$ cat src/rtl/medium_array_reader_if.sv
// Byte stream from the array reader to its downstream consumer.
// The master drives valid/data/last and the slave drives ready.
interface medium_array_reader_if #(
    parameter int unsigned WIDTH = 8
);
    logic             out_valid;
    logic             out_ready;
    logic [WIDTH-1:0] out_data;
    logic             out_last;

    modport master (output out_valid, output out_data, output out_last, input out_ready);
    modport slave  (input out_valid, input out_data, input out_last, output out_ready);
endinterface

$ cat src/rtl/medium_array_reader.sv
// Byte array with a write port. On start it drains a programmable run of entries as a
// valid/ready stream and keeps a modulo-2^WIDTH checksum of the bytes actually accepted.
module medium_array_reader #(
    parameter int unsigned DEPTH = 8,
    parameter int unsigned WIDTH = 8
) (
    input  logic                         clk,
    input  logic                         rst,
    input  logic                         wr_en,
    input  logic [$clog2(DEPTH)-1:0]     wr_addr,
    input  logic [WIDTH-1:0]             wr_data,
    input  logic                         start,
    input  logic [$clog2(DEPTH)-1:0]     rd_base,
    input  logic [$clog2(DEPTH):0]       rd_len,
    medium_array_reader_if.master        stream,
    output logic [WIDTH-1:0]             sum_out,
    output logic                         busy,
    output logic                         done
);
    localparam int unsigned Aw = $clog2(DEPTH);
    localparam int unsigned Lw = $clog2(DEPTH) + 1;
    localparam logic [Lw-1:0] DepthLen = Lw'(DEPTH);

    localparam logic [1:0] StIdle = 2'd0;
    localparam logic [1:0] StRead = 2'd1;
    localparam logic [1:0] StDone = 2'd2;

    logic [WIDTH-1:0] mem_q [DEPTH];
    logic [1:0]       state_q, state_d;
    logic [Aw-1:0]    idx_q, idx_d;
    logic [Lw-1:0]    cnt_q, cnt_d;
    logic [WIDTH-1:0] data_q, data_d;
    logic             valid_q, valid_d;
    logic             last_q, last_d;
    logic [WIDTH-1:0] sum_q, sum_d;
    logic [Lw-1:0]    run_len;
    logic [Aw-1:0]    next_idx;

    // cnt_q counts the entries still to transfer, including the one on out_data.
    always_comb begin
        state_d  = state_q;
        idx_d    = idx_q;
        cnt_d    = cnt_q;
        data_d   = data_q;
        valid_d  = valid_q;
        last_d   = last_q;
        sum_d    = sum_q;
        run_len  = (rd_len > DepthLen) ? DepthLen : rd_len;
        next_idx = idx_q + Aw'(1);

        case (state_q)
            StIdle: begin
                if (start) begin
                    sum_d = '0;
                    if (run_len != '0) begin
                        idx_d   = rd_base;
                        cnt_d   = run_len;
                        data_d  = mem_q[rd_base];
                        valid_d = 1'b1;
                        last_d  = (run_len == Lw'(1));
                        state_d = StRead;
                    end else begin
                        state_d = StDone;
                    end
                end
            end
            StRead: begin
                if (valid_q && stream.out_ready) begin
                    sum_d = sum_q + data_q;
                    if (cnt_q == Lw'(1)) begin
                        valid_d = 1'b0;
                        last_d  = 1'b0;
                        state_d = StDone;
                    end else begin
                        idx_d  = next_idx;
                        cnt_d  = cnt_q - Lw'(1);
                        data_d = mem_q[next_idx];
                        last_d = (cnt_q == Lw'(2));
                    end
                end
            end
            StDone: begin
                state_d = StIdle;
            end
            default: begin
                state_d = StIdle;
            end
        endcase
    end

    // The array is read combinationally above, so a same-edge write is not yet visible.
    always_ff @(posedge clk) begin
        if (!rst) begin
            for (int i = 0; i < int'(DEPTH); i++) begin
                mem_q[i] <= '0;
            end
            state_q <= StIdle;
            idx_q   <= '0;
            cnt_q   <= '0;
            data_q  <= '0;
            valid_q <= 1'b0;
            last_q  <= 1'b0;
            sum_q   <= '0;
        end else begin
            if (wr_en) begin
                mem_q[wr_addr] <= wr_data;
            end
            state_q <= state_d;
            idx_q   <= idx_d;
            cnt_q   <= cnt_d;
            data_q  <= data_d;
            valid_q <= valid_d;
            last_q  <= last_d;
            sum_q   <= sum_d;
        end
    end

    assign stream.out_valid = valid_q;
    assign stream.out_data  = data_q;
    assign stream.out_last  = last_q;
    assign sum_out          = sum_q;
    assign busy             = (state_q != StIdle);
    assign done             = (state_q == StDone);
endmodule
$ cat src/flat_wrapper.sv
// flat-port wrapper written by rule: the top's interface ports become plain ports
module medium_array_reader_flat 
#(
    parameter int unsigned DEPTH = 8,
    parameter int unsigned WIDTH = 8
)
  (clk, rst, wr_en, wr_addr, wr_data, start, rd_base, rd_len, sum_out, busy, done, stream_out_valid, stream_out_data, stream_out_last, stream_out_ready);
  medium_array_reader_if #(.WIDTH(WIDTH)) stream_i ();
  input  logic clk;
  input  logic rst;
  input  logic wr_en;
  input  logic [$clog2(DEPTH)-1:0] wr_addr;
  input  logic [WIDTH-1:0] wr_data;
  input  logic start;
  input  logic [$clog2(DEPTH)-1:0] rd_base;
  input  logic [$clog2(DEPTH):0] rd_len;
  output logic [WIDTH-1:0] sum_out;
  output logic busy;
  output logic done;
  output wire logic [$bits(stream_i.out_valid)-1:0] stream_out_valid;
  output wire logic [$bits(stream_i.out_data)-1:0] stream_out_data;
  output wire logic [$bits(stream_i.out_last)-1:0] stream_out_last;
  input wire logic [$bits(stream_i.out_ready)-1:0] stream_out_ready;
  assign stream_out_valid = stream_i.out_valid;
  assign stream_out_data = stream_i.out_data;
  assign stream_out_last = stream_i.out_last;
  assign stream_i.out_ready = stream_out_ready;
  medium_array_reader #(.DEPTH(DEPTH), .WIDTH(WIDTH)) u_core (.clk(clk), .rst(rst), .wr_en(wr_en), .wr_addr(wr_addr), .wr_data(wr_data), .start(start), .rd_base(rd_base), .rd_len(rd_len), .stream(stream_i), .sum_out(sum_out), .busy(busy), .done(done));
endmodule
$ cat config.mk
export PLATFORM = sky130hd
export DESIGN_NAME = medium_array_reader_flat
export DESIGN_NICKNAME = d
export VERILOG_FILES = /design/src/rtl/medium_array_reader_if.sv /design/src/rtl/medium_array_reader.sv /design/src/flat_wrapper.sv
export SDC_FILE = /design/constraint.sdc
export NUM_CORES = 1
export LEC_CHECK = 0
export CAP_MARGIN = 15
export CORE_ASPECT_RATIO = 1.1
export CORE_UTILIZATION = 25
export DETAILED_ROUTE_END_ITERATION = 12
export PLACE_DENSITY = 0.49
export SLEW_MARGIN = 20
export SYNTH_ARGS = -nofsm -noshare
export SYNTH_HDL_FRONTEND = slang
export SYNTH_SLANG_ARGS = --single-unit
$ cat constraint.sdc
create_clock -name clk -period 1.95 [get_ports clk]
set_clock_uncertainty 0.15 [all_clocks]
set_input_delay 0.39 -clock clk [delete_from_list [all_inputs] [get_ports clk]]
set_output_delay 0.39 -clock clk [all_outputs]
set_load 0.1 [all_outputs]
==> flow_metrics.py <==
metrics = {
    "run_status": {
        "outcome": "complete, no violations",
    },
    "clock_network": {
        "cts_buffers": 9,
        "cts_root_buf": "clkbuf_16",
        "clkTransAtPathRegs_ns": 0.07,
        "cts_tree": "done",
        "clock-sinks": 91,
        "htree_levels": 3,
        "insertion_delay_ns": 0.34,
        "cts_buffer_depth": 2,
    },
    "drt": {
        "drc": 0,
        "viasPerCell": 4.79,
        "drt_iter0_markers": 229,
        "drt_pass1_iterations": 6,
        "drtAntennaViolNets": 0,
        "wire_per_inst_um": 17.4,
        "drt-total-wl_um": 12700,
        "vias": 3478,
    },
    "die": {
        "die-height_um": 148,
        "coreArea_mm2": 0.0191,
        "dieArea_mm2": 0.0200,
        "ios": 43,
        "initial_core_util_pct": 25.4,
        "num_rows": 53,
        "fp.dieW_um": 135,
    },
    "final_layout": {
        "finalInstanceArea_mm2": 0.00660,
        "drive_gt1_share_pct": 33.2,
        "area_delta_synth_final_pct": 35.8,
        "nNetsFinal": 509,
        "diodes": 0,
        "fillCellCount": 1891,
    },
    "hold_path": {
        "hold_path.startpoint": "u_core.cnt_q[3]",
        "hold_class": "reg2reg",
        "hold_path_depth": 2,
        "holdPathEnd": "u_core.cnt_q[3]",
    },
    "setup_path": {
        "crit_buf_inv": 0,
        "max_stage_delay_ns": 0.37,
        "rrSetupSlack_ns": 0.07,
        "cp.arrival_ns": 1.96,
        "critical_path.top_delay_family": "compound AO/OA/AOI/OAI gates",
        "slowest_stage": "fa_2",
        "reg2reg_to": "u_core.sum_out[6]",
        "critical_path_class": "reg2reg",
        "r2r_start": "u_core.stream.out_data[0]",
        "rr_worst_depth": 7,
        "crit_path_cell_trace": "ha_4 -> fa_2 -> a211oi_2 -> o21bai_1 -> a21oi_2 -> mux2i_1 -> a31o_2",
        "worst_ep_required_time_ns": 2.03,
        "cp_max_fo": 2,
        "startpoint_type": "flip-flop",
        "cp-end-kind": "flip-flop",
    },
    "global_route": {
        "grt_pass1_vias": 3528,
        "grt_pass1_wl_um": 19800,
        "grt_max_degree": 21,
        "grt.overflow.total": 0,
        "grt.total_usage_pct": 13.1,
        "antenna_found_initial": 0,
    },
    "yosys": {
        "synth_top_area_share_pct": 39.5,
        "synth_edf_count": 64,
        "ys.flop_type": "edfxtp_1",
        "avgSynthCellArea_um2": 12.5,
        "syn-cell-area_mm2": 0.00486,
        "ys_seq_elements": 91,
        "syn_inst": 388,
        "syn-num-nets": 423,
        "yosysWarnings": 0,
        "synth_cell_types": 50,
        "synth_area_leaders": "edfxtp_1 (40%), mux4_2 (15%), dfxtp_1 (11%)",
        "async_reset_ff_share_pct": 0,
        "seq_area_frac_synth_pct": 50.7,
        "synth_area_leader_cell": "edfxtp_1",
    },
    "run": {
        "cap_viol_max_count": 0,
    },
    "pwr": {
        "leakage_nw": 2.38,
        "ir_worst_vdd_v": 0.000408,
        "p_per_area_mw_per_mm2": 774,
    },
    "sta": {
        "hold_viol_final": 0,
        "slew_violations": 0,
        "worst_slew_pin_slew_ns": 0.480,
        "slew_headroom_pct": 68.0,
        "rsz0062_at_grt": "yes",
        "finalSetupViolCount": 0,
        "period_minus_slack_ns": 1.88,
        "max_freq_mhz": 533,
        "post-route-period-util_pct": 96.3,
        "fin_ws_ns": 0.0721,
    },
    "place": {
        "hpwl_um": 9620,
        "portBuffers": 42,
        "place_area_mm2": 0.00616,
        "dp_slack_ns": -0.482,
        "gp_congestion": 0.840,
    },
}
-- through the flow --
stage / hold WS, ns / setup TNS [ns] / power (mW) / utilization, % / instances
floorplan: 0.303 / -0.135 / 2.98 / - / 388
global placement: 0.317 / -24.34 / 3.43 / 32.2 / 708
detailed placement: 0.331 / -22.68 / 3.44 / 32.2 / 708
CTS: 0.355 / 0 / 5.11 / 33.8 / 724
global route: 0.367 / -0.0437 / 5.30 / 34.6 / 726
finish: 0.349 / 0 / 5.10 / 34.6 / 726
-- layout by cell type, fill, tap and decap left out, drive strengths merged, types with 11 or more instances in the layout --
cell,instances
edfxtp,64
a32oi,14
a21oi,11
ha,11
clkdlybuf4s50,17
nand2,11
dfxtp,27
nor2,27
clkbuf,12
mux4,32
buf,72
and2,65
o21ai,21
-- timing repair --
action | in CTS | in global routing
gates resized for setup | 9 | 20
pin swaps | 1 | 4
endpoints found under the setup margin | 11 | 13
hold buffers | 0 | 0
cloned | 0 | 2
setup buffers | 0 | 0
-- cells by family after synthesis --
| group | Yosys count | share of synthesized area, % |
|---|---|---|
| adders and majority gates | 12 | 3.24 |
| and+or+nand+nor | 143 | 16.4 |
| muxes | 33 | 15.0 |
| xor gates and xnor gates | 5 | 0.901 |
| AOI/OAI and AO/OA | 79 | 11.2 |
| DFF | 91 | 50.7 |
| buffers and inverters | 25 | 2.50 |
-- where the power goes --
group,internal (mW),switching (mW),leakage (nW)
Combinational,0.539,0.606,1.40
Clock,0.877,0.770,0.135
Sequential,2.20,0.115,0.843
Total,3.61,1.49,2.38
-- worst min-delay path, cell delays in order (launching register included) --
cell	delay [ns]
dfxtp_1	0.32
o21ai_0	0.07
a21oi_1	0.06
-- registers in the layout, indices dropped and copies added, names as in the netlist --
signal                   cells
u_core.cnt_q                 4
u_core.idx_q                 3
u_core.mem_q                64
u_core.state_q               2
u_core.stream.out_data       8
u_core.stream.out_last       1
u_core.stream.out_valid      1
u_core.sum_out               8
-- cells in the mapped netlist (3+ instances only) --
library cell	count
xnor2_1	3
a21o_1	5
ha_1	11
nand2b_1	7
nor3_1	5
buf_2	3
nand3b_1	3
nand4b_1	3
a32oi_1	14
a31oi_1	9
a22oi_1	5
a21oi_1	10
clkbuf_1	11
and2_1	65
mux4_2	32
nor2_1	27
nand3_1	9
dfxtp_1	27
nand2_1	11
edfxtp_1	64
nor2b_1	3
o21ai_0	21
inv_1	4
-- how the worst max path moves through the flow --
stage / start / endpoint / cells after the start
2_1_floorplan: u_core.stream.out_data[0] / u_core.sum_out[6] / 7
3_3_place_gp: rd_base[1] / u_core.stream.out_data[6] / 5
3_5_place_dp: rd_base[1] / u_core.stream.out_data[0] / 5
4_1_cts: u_core.stream.out_data[0] / u_core.sum_out[6] / 7
5_1_grt: u_core.stream.out_data[0] / u_core.sum_out[6] / 7
6_report: u_core.stream.out_data[0] / u_core.sum_out[6] / 7
-- final cells by class --
class | count | area [um2] | share of cell area [%]
inverter | 4 | 15.0 | 0.228
clock inverter | 6 | 47.5 | 0.721
sequential | 91 | 2500 | 37.9
multi-input combinational | 272 | 2390 | 36.2
tap | 247 | 309 | 4.68
timing repair buffer | 96 | 1110 | 16.8
clock buffer | 10 | 229 | 3.47
-- per-layer routing --
metal,GRT usage [%],routed length [um],vias up
met4,4.83,242,0
met5,0,0,-
met3,2.01,453,16
met1,17.8,5920,1694
li1,-,-,1673
met2,20.9,6040,95
Note: power is estimated with default switching activity, not from simulation.
